$ cat config.mk
export PLATFORM = sky130hd
export DESIGN_NAME = dma_arbiter_rr
export DESIGN_NICKNAME = d
export VERILOG_FILES = /design/src/rtl/dma_arbiter_rr.sv
export SDC_FILE = /design/constraint.sdc
export NUM_CORES = 1
export LEC_CHECK = 0
export BUFFER_PORTS_ARGS = -buffer_cell sky130_fd_sc_hd__clkbuf_2
export CAP_MARGIN = 20
export CELL_PAD_IN_SITES_DETAIL_PLACEMENT = 1
export CELL_PAD_IN_SITES_GLOBAL_PLACEMENT = 2
export CORE_UTILIZATION = 29
export DETAILED_ROUTE_END_ITERATION = 6
export PLACE_DENSITY = 0.77
export SYNTH_ARGS = -nofsm -noshare
export SYNTH_HDL_FRONTEND = slang
export SYNTH_SLANG_ARGS = --single-unit
$ cat constraint.sdc
create_clock -name clk_i -period 2.18 [get_ports clk_i]
set_input_delay 0.327 -clock clk_i [delete_from_list [all_inputs] [get_ports clk_i]]
set_output_delay 0.327 -clock clk_i [all_outputs]
set_load 0.005 [all_outputs]
$ cat src/rtl/dma_arbiter_rr.sv
// DMA channel arbiter: three-tier eligibility, fixed or round-robin winner selection,
// and a per-grant watchdog that holds the transfer datapath on one channel at a time.
module dma_arbiter_rr #(
   parameter int unsigned NCH     = 4,
   parameter int unsigned RR_MODE = 1,
   parameter int unsigned TIMEOUT = 0,
   parameter int unsigned CW      = 16,
   localparam int unsigned IW     = (NCH > 1) ? $clog2(NCH) : 1
) (
   input  logic           clk_i,
   input  logic           rstn_i,
   input  logic [NCH-1:0] req_i,
   input  logic [NCH-1:0] ch_en_i,
   input  logic [NCH-1:0] target_i,
   input  logic [NCH-1:0] t0_done_i,
   input  logic [NCH-1:0] fifo_empty_i,
   input  logic           req_done_i,
   output logic [NCH-1:0] en_o,
   output logic [NCH-1:0] ack_o,
   output logic [IW-1:0]  grant_id_o,
   output logic           busy_o,
   output logic           timeout_o
);

   typedef enum logic [1:0] {StIdle, StStart, StWork} state_e;

   state_e         cs_q, ns;
   logic [NCH-1:0] en_q, en_d;
   logic [NCH-1:0] ack_q, ack_d;
   logic [IW-1:0]  grant_q, grant_d;
   logic [IW-1:0]  rr_ptr_q, rr_ptr_d;
   logic [CW-1:0]  cnt_q, cnt_d;
   logic           to_q, to_d;

   logic [NCH-1:0] t1, t2, t3, tier;
   logic [IW-1:0]  win;
   logic           any_elig;

   // ack_q masks a channel's still-asserted request in the cycle it is acknowledged
   assign t1 = req_i & ~ack_q;
   assign t2 = ch_en_i & ~target_i & ~t0_done_i;
   assign t3 = ch_en_i & target_i & ~fifo_empty_i;

   always_comb begin
      tier = t3;
      if (t1 != '0) begin
         tier = t1;
      end else if (t2 != '0) begin
         tier = t2;
      end
   end

   assign any_elig = |tier;

   always_comb begin
      int   idx;
      logic found;
      win   = '0;
      idx   = 0;
      found = 1'b0;
      if (RR_MODE == 0) begin
         for (int i = NCH - 1; i >= 0; i--) begin
            if (tier[i]) begin
               win = IW'(i);
            end
         end
      end else begin
         // Search starts just after the last winner, so it becomes lowest priority
         for (int k = 1; k <= NCH; k++) begin
            idx = (int'(rr_ptr_q) + k) % NCH;
            if (!found && tier[idx[IW-1:0]]) begin
               win   = idx[IW-1:0];
               found = 1'b1;
            end
         end
      end
   end

   always_comb begin
      ns       = cs_q;
      grant_d  = grant_q;
      rr_ptr_d = rr_ptr_q;
      cnt_d    = cnt_q;
      ack_d    = '0;
      to_d     = 1'b0;
      unique case (cs_q)
         StIdle: begin
            if (any_elig) begin
               ns       = StStart;
               grant_d  = win;
               rr_ptr_d = win;
            end
         end
         StStart: begin
            ns    = StWork;
            cnt_d = '0;
         end
         StWork: begin
            if (req_done_i) begin
               if (req_i[grant_q]) begin
                  ack_d[grant_q] = 1'b1;
               end
               if (any_elig) begin
                  ns       = StStart;
                  grant_d  = win;
                  rr_ptr_d = win;
               end else begin
                  ns = StIdle;
               end
            end else if ((TIMEOUT != 0) && (cnt_q == CW'(TIMEOUT - 1))) begin
               to_d = 1'b1;
               ns   = StIdle;
            end else begin
               cnt_d = cnt_q + 1'b1;
            end
         end
         default: ns = StIdle;
      endcase
   end

   always_comb begin
      en_d = '0;
      if (ns == StWork) begin
         en_d = NCH'(1) << grant_d;
      end
   end

   always_ff @(posedge clk_i or negedge rstn_i) begin
      if (!rstn_i) begin
         cs_q     <= StIdle;
         en_q     <= '0;
         ack_q    <= '0;
         grant_q  <= '0;
         rr_ptr_q <= IW'(NCH - 1);
         cnt_q    <= '0;
         to_q     <= 1'b0;
      end else begin
         cs_q     <= ns;
         en_q     <= en_d;
         ack_q    <= ack_d;
         grant_q  <= grant_d;
         rr_ptr_q <= rr_ptr_d;
         cnt_q    <= cnt_d;
         to_q     <= to_d;
      end
   end

   assign en_o       = en_q;
   assign ack_o      = ack_q;
   assign grant_id_o = grant_q;
   assign busy_o     = (cs_q != StIdle);
   assign timeout_o  = to_q;

endmodule

==> out/metrics.csv <==
metric,value,unit
status,"complete, no violations",
fmax,498,MHz
path_buf_inv,0,
setup_tns,0,ns
power_switching,460,uW
setup_viol,0,
finalMaxSlewViolations,0,
dpl_cell_area,1250,sq um
grt_pass1_vias,952,
dieArea,3740,sq um
post-route-min-period,2.01,ns
cap_violations,0,
cp_top_family,compound AO/OA/AOI/OAI gates,
clock_sinks,14,
nNetsFinal,160,
viasPerCell,5.06,
ys_types,49,
route.detailed.drc,0,
required,2.33,ns
p_int,685,uW
finalPower,1.15,mW
hp-class,input pin to flip-flop,
syn_avg_cell_area,10.5,sq um
numCtsBuffers,3,
async_reset_ff_frac,1.00,
arrival,2.16,ns
ctsHtreeMaxLevel,1,
rows,21,
p_per_area,891,nW/um^2
synthMostInstantiatedCell,dfrtp_1,
wl_per_cell,14.5,um
crit_type,flip-flop to flip-flop,
io_buffers,33,
synth-edff-count,0,
swShare,0.402,
crit_chain,nor2b_1 -> nor4_4 -> a31oi_1 -> a41oi_4 -> o21ai_1 -> nor2_1,
fin_crit_sh,0.921,
rsz0062_at_grt,false,
place_congestion,0.963,
clk_latency,0.27,ns
io_pins,35,
fp.dieH,61.2,um
syn-cell-area,1020,sq um
p_leak,0.592,nW
endpoint_kind,flip-flop,
ant_nets,0,
clkTransAtPathRegs,0.09,ns
cts_tree,built,
vias,921,
start_kind,flip-flop,
path_max_fanout,7,
clock_path_buffers,2,
synth.ff_latch_count,14,
cp_slowest_cell,a31oi_1,
comb_power_share,0.482,
fin_skew,0.00687,ns
initial_core_util,0.304,
netlist_top_cells_count,"dfrtp_1 (12), inv_1 (6), a211oi_1 (5), nor2_1 (5), nand2_1 (4)",
hold_viol_final,0,
cp_slowest_stage_delay,0.44,ns
yosysTopAreaCellShare,0.296,
grt_max_degree,15,
grt_usage,0.153,
power.share.sequential,0.388,
drtPass1Iterations,4,
utilization,0.385,
yosys.area.top_type,dfrtp_1,
yosysSeqAreaShare,0.347,
drt_iter0_drc,28,
clock-root-buffer,clkbuf_4,
dp_hpwl,2200,um
area_growth,26.5,%
power_frac_clock,0.131,
hold_slack,0.276,ns
final_area,1280,sq um
yosys_warnings,0,
grt_pass1_wl,4210,um
drive_gt1_frac,0.485,
core,3340,sq um
synthCells,97,
synth_area_leaders,"dfrtp_1 (30%), dfstp_2 (5.2%), a211oi_1 (3.7%), nor3b_4 (3.7%), o41ai_2 (3.2%)",
max-vdd-ir-drop,0.000512,V
die_w,61.2,um
synth.net_count,120,
diodes,0,
antenna_found_initial,0,
ys.flop_type,dfrtp_1,
routed_wl,2630,um
gr-total-overflow,0,
worst paths after layout:
check	from	cells after the start	end	slack, ns
min in group asynchronous	rstn_i	2	en_o[0]	0.48
min reg2reg	rr_ptr_q[0]	1	rr_ptr_q[0]	0.58
min	req_i[1]	3	ack_o[1]	0.28
max reg2reg	ack_o[3]	6	en_o[3]	0.17
max	ack_o[3]	6	en_o[3]	0.17
max in group asynchronous	rstn_i	2	rr_ptr_q[0]	1.40
routing by layer:
metal,GRT usage,part of all wire
met1,0.189,0.45
met2,0.275,0.48
met3,0.0168,0.055
met4,0.0552,0.013
met5,0,0
timing repair:
action                     4_1_cts  5_1_grt
hold buffers                     1        0
resized for setup                0        1
setup buffers                    0        0
setup endpoints to repair        0        2
hold endpoints to repair        12        0
power by group through the flow:
stage	sequential [mW]	clock [mW]	combinational (mW)
after floorplan	0.425	0	0.377
after global placement	0.447	0	0.546
after detailed placement	0.449	0	0.552
after CTS	0.445	0.155	0.558
after global routing	0.458	0.169	0.610
final	0.444	0.149	0.552
metrics by stage:
stage	setup WS, ns	instances
floorplan	0.300	97
global placement	0.0972	177
detailed placement	0.0484	177
CTS	0.129	182
global route	0.0784	182
finish	0.172	182
sequential cells by signal (all words and copies together) (netlist names):
signal,count
rr_ptr_q,2
cs_q,2
en_o,4
grant_id_o,2
ack_o,4
layout make-up:
type	count	area (sq um)
clock buffers	4	26.3
fillers	403	2050
inverters	6	22.5
multi-input cells	76	636
flip-flops and latches	14	353
well taps	46	57.6
repair buffers	36	190
worst reg2reg max path, cell delays in order (launching register included):
cell and delay, ns:
dfrtp_1 0.41, nor2b_1 0.31, nor4_4 0.11, a31oi_1 0.44, a41oi_4 0.23, o21ai_1 0.30
nor2_1 0.08
cell families (layout without fill, tap and decap cells):
group                  count (synthesis)  count (layout)  synth area share
other                                  1               1           0.00369
AOI/OAI and AO/OA                     34              34             0.310
buffers and inverters                  7              46            0.0296
DFF                                   14              14             0.347
and+or+nand+nor                       41              41             0.309
layout by cell type (no fill, tap or decap), drive strengths merged, types with 4 or more instances in the layout:
cell type / synthesis / routed
inv: 6 / 6
a211oi: 6 / 6
dfrtp: 12 / 12
nand2: 4 / 4
nor2b: 4 / 4
clkbuf: 0 / 37
nor2: 5 / 5
nor3b: 4 / 4
o21ai: 4 / 4
Power figures use the tool's default switching activity.
